`src/rtl/timer_counter.sv`:
```
`default_nettype none
// ============================================================================
// Module   : timer_counter
// Brief    : Memory-mapped countdown timer with one-shot and auto-reload
//            modes. Registers CTRL/PRESET/COUNT sit on the system bridge.
//            The interrupt request goes to CP0.
// Revision : 1.0 - initial release
// ============================================================================
module timer_counter #(
    parameter int COUNT_W = 32
) (
    input  logic        clk,
    input  logic        reset,
    input  logic [1:0]  addr,
    input  logic        we,
    input  logic [31:0] din,
    output logic [31:0] dout,
    output logic        irq
);

    localparam logic [1:0] c_ST_IDLE     = 2'd0;
    localparam logic [1:0] c_ST_LOAD     = 2'd1;
    localparam logic [1:0] c_ST_CNT      = 2'd2;
    localparam logic [1:0] c_ST_INT      = 2'd3;

    localparam logic [1:0] c_ADDR_CTRL   = 2'd0;
    localparam logic [1:0] c_ADDR_PRESET = 2'd1;
    localparam logic [1:0] c_ADDR_COUNT  = 2'd2;

    localparam logic [1:0] c_MODE_RELOAD = 2'b01;

    logic [1:0]         r_state;
    logic               r_en;
    logic [1:0]         r_mode;
    logic               r_im;
    logic [COUNT_W-1:0] r_preset;
    logic [COUNT_W-1:0] r_count;
    logic               r_irq_pending;

    logic [1:0]         w_state_nxt;
    logic [COUNT_W-1:0] w_count_nxt;
    logic               w_en_fsm;
    logic               w_set_pend;
    logic               w_clr_pend;
    logic               w_wr_ctrl;
    logic               w_wr_preset;
    logic               w_en_nxt;
    logic [1:0]         w_mode_nxt;
    logic               w_im_nxt;
    logic [COUNT_W-1:0] w_preset_nxt;
    logic               w_pending_nxt;
    logic [31:0]        w_preset_ext;
    logic [31:0]        w_count_ext;

    assign w_wr_ctrl   = we && (addr == c_ADDR_CTRL);
    assign w_wr_preset = we && (addr == c_ADDR_PRESET);

    // Zero-extend the counter-width registers onto the 32-bit read bus.
    generate
        if (COUNT_W < 32) begin : g_ext_pad
            assign w_preset_ext = {{(32-COUNT_W){1'b0}}, r_preset};
            assign w_count_ext  = {{(32-COUNT_W){1'b0}}, r_count};
        end else begin : g_ext_full
            assign w_preset_ext = r_preset;
            assign w_count_ext  = r_count;
        end
    endgenerate

    // State register.
    always_ff @(posedge clk) begin
        if (reset) begin
            r_state <= c_ST_IDLE;
        end else begin
            r_state <= w_state_nxt;
        end
    end

    // Next-state and counter logic. EN is sampled from the register, so a
    // CTRL write only steers the FSM from the following cycle on.
    always_comb begin
        w_state_nxt = r_state;
        w_count_nxt = r_count;
        w_en_fsm    = r_en;
        w_set_pend  = 1'b0;
        w_clr_pend  = 1'b0;
        case (r_state)
            c_ST_IDLE: begin
                if (r_en) begin
                    w_state_nxt = c_ST_LOAD;
                end
            end
            c_ST_LOAD: begin
                w_count_nxt = r_preset;
                w_state_nxt = r_en ? c_ST_CNT : c_ST_IDLE;
            end
            c_ST_CNT: begin
                if (!r_en) begin
                    w_state_nxt = c_ST_IDLE;
                end else if (r_count != '0) begin
                    w_count_nxt = r_count - COUNT_W'(1);
                end else begin
                    w_state_nxt = c_ST_INT;
                    w_set_pend  = 1'b1;
                end
            end
            c_ST_INT: begin
                // Mode is the value held before any write in this cycle.
                if (r_mode == c_MODE_RELOAD) begin
                    w_state_nxt = c_ST_LOAD;
                    w_clr_pend  = 1'b1;
                end else begin
                    w_state_nxt = c_ST_IDLE;
                    w_en_fsm    = 1'b0;
                end
            end
            default: begin
                w_state_nxt = c_ST_IDLE;
            end
        endcase
    end

    // Register-file next values: software writes override the FSM's EN
    // auto-clear, and any CTRL/PRESET write acknowledges a pending IRQ.
    always_comb begin
        w_en_nxt      = w_wr_ctrl ? din[0]   : w_en_fsm;
        w_mode_nxt    = w_wr_ctrl ? din[2:1] : r_mode;
        w_im_nxt      = w_wr_ctrl ? din[3]   : r_im;
        w_preset_nxt  = w_wr_preset ? din[COUNT_W-1:0] : r_preset;
        w_pending_nxt = r_irq_pending;
        if (w_wr_ctrl || w_wr_preset) begin
            w_pending_nxt = 1'b0;
        end else if (w_set_pend) begin
            w_pending_nxt = 1'b1;
        end else if (w_clr_pend) begin
            w_pending_nxt = 1'b0;
        end
    end

    // Data registers.
    always_ff @(posedge clk) begin
        if (reset) begin
            r_en          <= 1'b0;
            r_mode        <= 2'b00;
            r_im          <= 1'b0;
            r_preset      <= '0;
            r_count       <= '0;
            r_irq_pending <= 1'b0;
        end else begin
            r_en          <= w_en_nxt;
            r_mode        <= w_mode_nxt;
            r_im          <= w_im_nxt;
            r_preset      <= w_preset_nxt;
            r_count       <= w_count_nxt;
            r_irq_pending <= w_pending_nxt;
        end
    end

    // Combinational read mux; offset 3 reads as zero.
    always_comb begin
        dout = 32'h0;
        case (addr)
            c_ADDR_CTRL:   dout = {28'h0, r_im, r_mode, r_en};
            c_ADDR_PRESET: dout = w_preset_ext;
            c_ADDR_COUNT:  dout = w_count_ext;
            default:       dout = 32'h0;
        endcase
    end

    assign irq = r_irq_pending & r_im;

endmodule
`default_nettype wire
```
`config.mk`:
```
export PLATFORM = sky130hd
export DESIGN_NAME = timer_counter
export DESIGN_NICKNAME = d
export VERILOG_FILES = /design/src/rtl/timer_counter.sv
export SDC_FILE = /design/constraint.sdc
export NUM_CORES = 1
export LEC_CHECK = 0
export ABC_AREA = 0
export CORE_MARGIN = 2
export CORE_UTILIZATION = 30
export DETAILED_ROUTE_END_ITERATION = 6
export PLACE_DENSITY = 0.55
export SKIP_LAST_GASP = 1
export SLEW_MARGIN = 10
export SYNTH_ARGS = -nofsm -noshare
export SYNTH_HDL_FRONTEND = slang
export SYNTH_SLANG_ARGS = --single-unit
export TNS_END_PERCENT = 30
```
`constraint.sdc`:
```
create_clock -name clk -period 2.4 [get_ports clk]
set_clock_uncertainty 0.05 [all_clocks]
set_input_delay 0.24 -clock clk [delete_from_list [all_inputs] [get_ports clk]]
set_output_delay 0.24 -clock clk [all_outputs]
set_load 0.02 [all_outputs]
```
# After elaboration in Yosys (flattened, before gate mapping)
# Index checks and enable logic that the tools add are counted.
# totals
regBits,71
in_bits,37
out_inout_bits,33
word_cells,53
# classes
add_sub_neg,1
eq_ne,11
mux,20
bitwise_logic,1
n_reduce_logical,13
# ops
op,n
one-hot mux 32 bit (3 select lines),1
two-way mux 32 bit,2
one-hot mux 32 bit (2 select lines),1
nonzero test 32 bit,1
subtractor 32 x 1 -> 32 bit (second input constant),1
two-way mux 1 bit,11
two-way mux 2 bit,4
!= test 2 bit (second input constant),4
one-hot mux 2 bit (4 select lines),1
equality test 2 x 1 -> 1 bit (second input constant),3
equality test 2 bit (second input constant),3
nonzero test 2 bit,3
zero test 2 bit,2
AND reduction 2 bit,2
!= test 3 bit (second input constant),1
AND reduction 3 bit,1
logical AND 1 bit,2
OR reduction 2 bit,1
AND 1 bit,1
logical OR 1 bit,1

# Logic depth before layout (Yosys ltp)
# Gate-level depths: netlist of run 1.
# depth
depth_word,5
mapped_depth,8

# Least setup slack after synthesis of run 1
# No wires, ideal clock.
# synth_timing
path_kind,register to register
start,register r_count[0]
end,register r_count[18]
setup_time_ns,0.132
arrival_ns,1.917
required_time_ns,2.218
slack_ns,0.301
path_stages_with_launch,9
path_buffers,1
period_less_slack_ns,2.099
cell_sequence,dfxtp_1 inv_1 ha_1 nor4b_2 nand4_1 o31ai_4 buf_2 nand2b_1 a21oi_1
# synth_via
elab_chain_len,4
# synth_lines
element,line,rtl
from (decl),37,logic [COUNT_W-1:0] r_count;
from (signal assigned),153,r_count <= w_count_nxt;
subtractor 32 x 1 -> 32 bit,100,w_count_nxt = r_count - COUNT_W'(1);
two-way mux 32 bit,99,end else if (r_count != '0) begin
two-way mux 32 bit,97,if (!r_en) begin
one-hot mux 32 bit (2 select lines),86,case (r_state)
# Parallel ways exist; a longest one is shown, timed or not. The select of a mux whose other input is x is not followed.
# A chain may end at the register's enable or synchronous reset.

# Worst setup path after layout of run 1
# layout_timing
start,input addr[0]
end,output dout[0]
# layout_via
elab_chain_len,2
# layout_lines
element,line,rtl
from (decl),14,"input logic [1:0] addr,"
"equality test 2 bit, or another cell as far along",161,case (addr)
one-hot mux 32 bit (3 select lines) *,161,
to (decl),17,"output logic [31:0] dout,"
# Every way passes the cells marked *; elsewhere a longest branch is shown, timed or not.

==> metrics.txt, run 1 <==
# TYPE chip_impl_metric gauge
chip_impl_metric{name="clkTransAtPathRegs",unit="ns"} 0.05
chip_impl_metric{name="slew-limit-headroom",unit=""} 0.7194
chip_impl_info{name="synth_flop_cell",value="sky130_fd_sc_hd__dfxtp_1"} 1
chip_impl_metric{name="drt_pre_antenna_iters",unit=""} 5
chip_impl_metric{name="hold_slack",unit="ns"} 0.2869
chip_impl_metric{name="syn-cell-area",unit="um^2"} 3964
chip_impl_metric{name="critical-path-max-stage-delay",unit="ns"} 0.64
chip_impl_metric{name="design.core.area",unit="um^2"} 12770
chip_impl_metric{name="totalNegativeSetupSlack",unit="ns"} 0
chip_impl_metric{name="synth_async_sr_flop_share",unit=""} 0
chip_impl_metric{name="drive_gt1_frac",unit=""} 0.09883
chip_impl_info{name="path_common_cell",value="sky130_fd_sc_hd__clkdlybuf4s50_1"} 1
chip_impl_metric{name="route.vias.total",unit=""} 4051
chip_impl_metric{name="report.final.slew_viol_count",unit=""} 0
chip_impl_metric{name="crit_fanout",unit=""} 16
chip_impl_metric{name="grt_pass1_wl",unit="um"} 19030
chip_impl_metric{name="finalWorstPathRequiredPeriod",unit="ns"} 2.388
chip_impl_metric{name="synth-edff-count",unit=""} 0
chip_impl_metric{name="max-clock-path-buffers",unit=""} 2
chip_impl_metric{name="synth.distinct_cells",unit=""} 47
chip_impl_metric{name="critical_path_buf_inv_count",unit=""} 3
chip_impl_metric{name="num_io_pins",unit=""} 70
chip_impl_metric{name="leakage_component_of_the_power",unit="nW"} 2.053
chip_impl_info{name="layout_common_cells",value="sky130_fd_sc_hd__nand2_1, sky130_fd_sc_hd__a21oi_1, sky130_fd_sc_hd__dfxtp_1"} 1
chip_impl_info{name="worstHoldPathType",value="in -> reg"} 1
chip_impl_metric{name="vdd.ir_drop.worst",unit="V"} 0.0002288
chip_impl_metric{name="clock_sinks",unit=""} 71
chip_impl_info{name="synth_area_leader_cell",value="sky130_fd_sc_hd__dfxtp_1"} 1
chip_impl_metric{name="tightest_slew",unit="ns"} 0.4208
chip_impl_metric{name="drtIter0Drc",unit=""} 158
chip_impl_metric{name="max_cap_violations",unit=""} 0
chip_impl_metric{name="worst_ep_arrival_time",unit="ns"} 2.10
chip_impl_info{name="setup.worst_path.end_class",value="primary output"} 1
chip_impl_metric{name="maximum_number_of_pins_on_one_net_before_global_route_repair",unit=""} 51
chip_impl_metric{name="detail_route.drc_violations",unit=""} 0
chip_impl_metric{name="wl",unit="um"} 11520
chip_impl_metric{name="path_depth",unit=""} 6
chip_impl_metric{name="instances_no_fill",unit=""} 769
chip_impl_info{name="root_buffer",value="sky130_fd_sc_hd__clkbuf_16"} 1
chip_impl_metric{name="die_h",unit="um"} 118.9
chip_impl_metric{name="grt_antenna_before_repair",unit=""} 0
chip_impl_metric{name="areaGrowthSynthToFinish",unit="%"} 33.02
chip_impl_info{name="yosys-top-cells-area",value="sky130_fd_sc_hd__dfxtp_1, sky130_fd_sc_hd__a21oi_1, sky130_fd_sc_hd__nand2_1"} 1
chip_impl_metric{name="avgViaCountPerCell",unit=""} 5.268
chip_impl_info{name="cp_slowest_cell",value="sky130_fd_sc_hd__clkdlybuf4s50_1"} 1
chip_impl_info{name="rsz0062_at_grt",value="yes"} 1
chip_impl_metric{name="syn-num-nets",unit=""} 563
chip_impl_metric{name="place.gp.congestion",unit=""} 0.8347
chip_impl_metric{name="post-place-cells",unit=""} 754
chip_impl_metric{name="post-cts-setup-buffer-count",unit=""} 0
chip_impl_metric{name="sequential_share_of_the_synthesized_area",unit=""} 0.3586
chip_impl_metric{name="hold_buffers",unit=""} 0
chip_impl_metric{name="finalHoldViolations",unit=""} 0
chip_impl_metric{name="clkLatencyLatePin",unit="ns"} 0.33
chip_impl_info{name="tritoncts",value="done"} 1
chip_impl_metric{name="groute.usage.overall",unit=""} 0.1646
chip_impl_metric{name="final_antenna_net_count",unit=""} 0
chip_impl_metric{name="detailedPlacementHpwl",unit="um"} 8134
chip_impl_metric{name="total_power",unit="mW"} 2.679
chip_impl_metric{name="nets",unit=""} 631
chip_impl_metric{name="synth_area_per_inst",unit="um^2"} 7.550
chip_impl_metric{name="nFillCells",unit=""} 1311
chip_impl_metric{name="sum_of_overflow_across_all_layers_after_global_routing",unit=""} 0
chip_impl_info{name="status",value="complete, no violations"} 1
chip_impl_metric{name="post_cts_resize_count",unit=""} 1
chip_impl_metric{name="timing.critical_path.required",unit="ns"} 2.11
chip_impl_metric{name="max_clock_freq",unit="MHz"} 418.7
chip_impl_metric{name="r2r.worst_path.cells",unit=""} 5
chip_impl_metric{name="io_buffer_count",unit=""} 69
chip_impl_metric{name="total_power_per_unit_cell_area",unit="nW/um^2"} 508.1
chip_impl_metric{name="initial_utilization",unit=""} 0.3103
chip_impl_info{name="commonest_non_fill_non_tap_cell_in_the_layout",value="sky130_fd_sc_hd__nand2_1"} 1
chip_impl_metric{name="grt_pass1_vias",unit=""} 3996
chip_impl_metric{name="post_drt_wl_per_cell",unit="um"} 14.98
chip_impl_metric{name="floorplan.die_area",unit="um^2"} 14150
chip_impl_metric{name="htreeDepth",unit=""} 3
chip_impl_metric{name="synth_top_cell_area_share",unit=""} 0.3586
chip_impl_metric{name="synth.yosys.warnings",unit=""} 0
chip_impl_info{name="cp_top_family",value="buffers and inverters"} 1
chip_impl_metric{name="ys_ff_latch",unit=""} 71
chip_impl_metric{name="antennaDiodeCount",unit=""} 0
chip_impl_info{name="criticalPathCategory",value="in -> out"} 1
chip_impl_metric{name="finalCritPeriodShare",unit=""} 0.9950
chip_impl_metric{name="std_cell_rows",unit=""} 41
chip_impl_info{name="timing.critical_path.from_type",value="input port"} 1
chip_impl_info{name="crit_path_cell_chain",value="clkdlybuf4s50_1 -> nor2b_2 -> buf_4 -> nand2_1 -> o21ai_0 -> clkdlybuf4s50_1"} 1
chip_impl_metric{name="worstHoldPathCells",unit=""} 2
chip_impl_metric{name="die_w",unit="um"} 118.9
chip_impl_metric{name="numCtsBuffers",unit=""} 9
chip_impl_metric{name="setup_viol_count_final",unit=""} 0
chip_impl_metric{name="post_synth_inst_count",unit=""} 525
final timing paths:
check / slack [ns] / end / startpoint
hold / removal: 0.29 / r_preset[8]$_SDFFE_PP0P_ / reset
setup / recovery: 0.01 / dout[0] / addr[0]
hold reg to reg: 0.42 / r_preset[5]$_SDFFE_PP0P_ / r_preset[5]$_SDFFE_PP0P_
setup reg to reg: 0.11 / r_count[29]$_SDFFE_PP0P_ / r_count[6]$_SDFFE_PP0P_
final cells by class:
cell class,count,area [um^2],share of cell area
clock buffers,15,277.8,0.05268
inverters,5,18.77,0.003560
multi-input cells,406,2352,0.4461
repair buffers,100,987.2,0.1872
flip-flops and latches,71,1421,0.2696
well taps,172,215.2,0.04082
per-layer routing:
layer	track usage	vias up	wire length, um
li1	-	2048	-
met1	0.2056	1927	5365
met2	0.2870	66	5620
met3	0.02490	10	380
met4	0.05804	0	150
met5	0	-	0
stage by stage:
step	instance area (um^2)	util	setup WS [ns]
2_1_floorplan	3964	-	0.3008
3_3_place_gp	4964	0.3886	-0.01720
3_5_place_dp	4964	0.3886	-0.01536
4_1_cts	5240	0.4102	-0.003414
5_1_grt	5273	0.4128	-0.08719
6_report	5273	0.4128	0.01189
kinds of logic after synthesis:
family	synth area share
AO/OA/AOI/OAI	0.2923
buffers and inverters	0.04987
AND/OR/NAND/NOR	0.2784
multiplexers	0.01768
flip-flops	0.3586
adder cells (fa/ha/maj)	0.003156
state kept, by name, indices dropped and copies added, names as in the netlist:
name           cells
r_en               1
r_state            2
r_irq_pending      1
r_mode             2
r_count           32
r_preset          32
r_im               1
worst reg2reg max path: stages (launching register included):
cell and delay [ns]:
sky130_fd_sc_hd__dfxtp_1 0.35, sky130_fd_sc_hd__or4_1 0.56, sky130_fd_sc_hd__or3_1 0.57, sky130_fd_sc_hd__nor3_2 0.32
sky130_fd_sc_hd__a22oi_1 0.12, sky130_fd_sc_hd__o32ai_1 0.24
power by group:
part | internal, mW | switching, mW
Combinational | 0.109 | 0.106
Clock | 0.780 | 0.467
Sequential | 1.20 | 0.0180
Total | 2.09 | 0.590
cells in the mapped netlist (all sizes together) (2+ instances only):
cell type and number:
or4 4, a22oi 4, inv 5, nor3 11
a22o 28, nor2 31, nor4 11, o21ai 26
nor2b 13, a21oi 77, nand3 7, o31ai 8
or3 6, o41ai 4, clkbuf 31, nand2b 22
nor3b 2, nand2 89, a31oi 6, dfxtp 71
nand4 10, o32ai 13, or2 5, buf 12
and2 2, and3 2, mux2i 7, a21o 7
(Power assumes the default switching activity.)
==> run 2: changes to the inputs <==
Settings changed: CTS_CLUSTER_SIZE set to 14.
==> results of run 2 <==
No change in the layout: final DEF, timing and power equal those of run 1.
==> run 3: changes to the inputs <==
Settings changed: PLACE_DENSITY 0.55 to not set, PLACE_DENSITY_LB_ADDON set to 0.15.
==> metrics.txt, run 3 (synthesis results as in run 1) <==
# TYPE chip_impl_metric gauge
chip_impl_metric{name="place.gp.congestion",unit=""} 0.8021
chip_impl_metric{name="areaGrowthSynthToFinish",unit="%"} 33.40
chip_impl_metric{name="critical_path_buf_inv_count",unit=""} 3
chip_impl_info{name="top_regs",value="r_count x32, r_preset x32"} 1
chip_impl_metric{name="avgViaCountPerCell",unit=""} 5.298
chip_impl_metric{name="slew-limit-headroom",unit=""} 0.7187
chip_impl_metric{name="post-place-cells",unit=""} 759
chip_impl_metric{name="instances_no_fill",unit=""} 775
chip_impl_metric{name="detail_route.drc_violations",unit=""} 0
chip_impl_info{name="root_buffer",value="sky130_fd_sc_hd__clkbuf_16"} 1
chip_impl_info{name="hold_path.startpoint",value="reset"} 1
chip_impl_info{name="path_common_cell",value="sky130_fd_sc_hd__clkdlybuf4s50_1"} 1
chip_impl_metric{name="drt_pre_antenna_iters",unit=""} 5
chip_impl_info{name="criticalPathCategory",value="in -> out"} 1
chip_impl_metric{name="final_antenna_net_count",unit=""} 0
chip_impl_metric{name="io_buffer_count",unit=""} 69
chip_impl_metric{name="vdd.ir_drop.worst",unit="V"} 0.0002326
chip_impl_info{name="commonest_non_fill_non_tap_cell_in_the_layout",value="sky130_fd_sc_hd__nand2_1"} 1
chip_impl_metric{name="max_clock_freq",unit="MHz"} 420.8
chip_impl_info{name="crit_path_start",value="addr[0]"} 1
chip_impl_metric{name="floorplan.die_area",unit="um^2"} 14150
chip_impl_metric{name="sum_of_overflow_across_all_layers_after_global_routing",unit=""} 0
chip_impl_info{name="cp_slowest_cell",value="sky130_fd_sc_hd__clkdlybuf4s50_1"} 1
chip_impl_metric{name="design.core.area",unit="um^2"} 12770
chip_impl_metric{name="wl",unit="um"} 11930
chip_impl_metric{name="die_w",unit="um"} 118.9
chip_impl_metric{name="r2r.worst_path.cells",unit=""} 5
chip_impl_info{name="layout_common_cells",value="sky130_fd_sc_hd__nand2_1, sky130_fd_sc_hd__a21oi_1, sky130_fd_sc_hd__dfxtp_1"} 1
chip_impl_metric{name="nets",unit=""} 636
chip_impl_info{name="worstHoldPathType",value="in -> reg"} 1
chip_impl_metric{name="clkTransAtPathRegs",unit="ns"} 0.05
chip_impl_metric{name="clock_sinks",unit=""} 71
chip_impl_info{name="status",value="complete, no violations"} 1
chip_impl_metric{name="nFillCells",unit=""} 1333
chip_impl_metric{name="totalNegativeSetupSlack",unit="ns"} 0
chip_impl_metric{name="path_depth",unit=""} 5
chip_impl_metric{name="htreeDepth",unit=""} 3
chip_impl_metric{name="timing.reg2reg.setup_slack",unit="ns"} 0.15
chip_impl_metric{name="std_cell_rows",unit=""} 41
chip_impl_metric{name="route.vias.total",unit=""} 4106
chip_impl_metric{name="drtIter0Drc",unit=""} 188
chip_impl_info{name="setup.worst_path.end_class",value="primary output"} 1
chip_impl_metric{name="grt_pass1_vias",unit=""} 4047
chip_impl_metric{name="stdcell_area",unit="um^2"} 5288
chip_impl_metric{name="timing.critical_path.required",unit="ns"} 2.11
chip_impl_metric{name="report.final.slew_viol_count",unit=""} 0
chip_impl_metric{name="maximum_number_of_pins_on_one_net_before_global_route_repair",unit=""} 88
chip_impl_info{name="timing.critical_path.from_type",value="input port"} 1
chip_impl_metric{name="total_power_per_unit_cell_area",unit="nW/um^2"} 496.9
chip_impl_info{name="crit_path_cell_chain",value="clkdlybuf4s50_1 -> nor2b_2 -> buf_4 -> a22o_1 -> clkdlybuf4s50_1"} 1
chip_impl_info{name="timing.hold.worst_endpoint",value="r_im$_SDFFE_PP0P_"} 1
chip_impl_info{name="critical_path.reg2reg.endpoint",value="r_count[27]$_SDFFE_PP0P_"} 1
chip_impl_metric{name="leakage_component_of_the_power",unit="nW"} 1.994
chip_impl_metric{name="finalWorstPathRequiredPeriod",unit="ns"} 2.377
chip_impl_metric{name="num_io_pins",unit=""} 70
chip_impl_info{name="timing.rr.start",value="r_count[0]$_SDFFE_PP0P_"} 1
chip_impl_metric{name="dp_worst_setup_slack",unit="ns"} 0.01860
chip_impl_metric{name="final.setup.worst_slack",unit="ns"} 0.02338
chip_impl_metric{name="crit_fanout",unit=""} 17
chip_impl_metric{name="post_drt_wl_per_cell",unit="um"} 15.39
chip_impl_metric{name="critical-path-max-stage-delay",unit="ns"} 0.61
chip_impl_metric{name="die_h",unit="um"} 118.9
chip_impl_info{name="tritoncts",value="done"} 1
chip_impl_metric{name="max-clock-path-buffers",unit=""} 2
chip_impl_metric{name="setup_viol_count_final",unit=""} 0
chip_impl_metric{name="detailedPlacementHpwl",unit="um"} 8313
chip_impl_metric{name="tightest_slew",unit="ns"} 0.4181
chip_impl_info{name="rsz0062_at_grt",value="yes"} 1
chip_impl_metric{name="drive_gt1_frac",unit=""} 0.1078
chip_impl_metric{name="grt_antenna_before_repair",unit=""} 0
chip_impl_metric{name="antennaDiodeCount",unit=""} 0
chip_impl_metric{name="clkLatencyLatePin",unit="ns"} 0.33
chip_impl_metric{name="worst_ep_arrival_time",unit="ns"} 2.09
chip_impl_metric{name="placed_area",unit="um^2"} 5014
chip_impl_metric{name="total_power",unit="mW"} 2.627
chip_impl_metric{name="numCtsBuffers",unit=""} 9
chip_impl_metric{name="finalHoldViolations",unit=""} 0
chip_impl_info{name="cp_top_family",value="buffers and inverters"} 1
chip_impl_metric{name="final_core_utilization",unit=""} 0.4139
chip_impl_metric{name="groute.usage.overall",unit=""} 0.1725
chip_impl_metric{name="max_cap_violations",unit=""} 0
chip_impl_metric{name="grt_pass1_wl",unit="um"} 20040
chip_impl_metric{name="post-cts-setup-buffer-count",unit=""} 0
chip_impl_metric{name="multi_input_area",unit="um^2"} 2352
chip_impl_metric{name="worstHoldPathCells",unit=""} 3
chip_impl_metric{name="hold_slack",unit="ns"} 0.3594
chip_impl_metric{name="finalCritPeriodShare",unit=""} 0.9903
chip_impl_metric{name="area.sequential",unit="um^2"} 1421
chip_impl_metric{name="initial_utilization",unit=""} 0.3103
## run 3: cell types whose count changed in the layout (fill, tap and decap cells not counted), moves of 2 or more
cell / change
sky130_fd_sc_hd__buf_6: -2
sky130_fd_sc_hd__buf_4: +6
sky130_fd_sc_hd__clkbuf_8: -3
sky130_fd_sc_hd__dlymetal6s2s_1: -4
sky130_fd_sc_hd__clkdlybuf4s50_1: +5
sky130_fd_sc_hd__clkinv_2: +3
## run 3: worst max path at each step
stage,endpoint
6_report,dout[6]
3_3_place_gp,dout[3]
5_1_grt,dout[6]
2_1_floorplan,r_count[18]$_SDFFE_PP0P_
4_1_cts,dout[6]
3_5_place_dp,dout[6]
## run 3: cell type report
cell class / instances / share of cell area
Inverter: 5 / 0.003549
Tap cell: 172 / 0.04070
Sequential cell: 71 / 0.2688
Timing Repair Buffer: 105 / 0.1931
Clock buffer: 12 / 0.04472
Multi-Input combinational cell: 406 / 0.4449
Clock inverter: 4 / 0.004259
## run 3: worst register-to-register path: stages (launching register included)
cell and delay, ns:
sky130_fd_sc_hd__dfxtp_1 0.35, sky130_fd_sc_hd__or4_1 0.57, sky130_fd_sc_hd__or3_1 0.53, sky130_fd_sc_hd__nor3_2 0.30
sky130_fd_sc_hd__a22oi_1 0.11, sky130_fd_sc_hd__o32ai_1 0.24
## run 3: timing repair
action                                  CTS  global route
endpoints found under the setup margin    0            31
hold buffers                              0             0
resized for setup                         0             6
## run 3: routing by layer
| layer | track usage | wire length, um | up-vias |
|---|---|---|---|
| met5 | 0 | 0 | - |
| li1 | - | - | 2051 |
| met3 | 0.02634 | 472 | 17 |
| met4 | 0.07366 | 272 | 0 |
| met1 | 0.2202 | 5500 | 1948 |
| met2 | 0.2884 | 5685 | 90 |
## run 3: power by group
part / total (mW) / switching (mW) / internal [mW]
combinational: 0.216 / 0.107 / 0.109
sequential: 1.22 / 0.0184 / 1.20
clock: 1.19 / 0.499 / 0.695
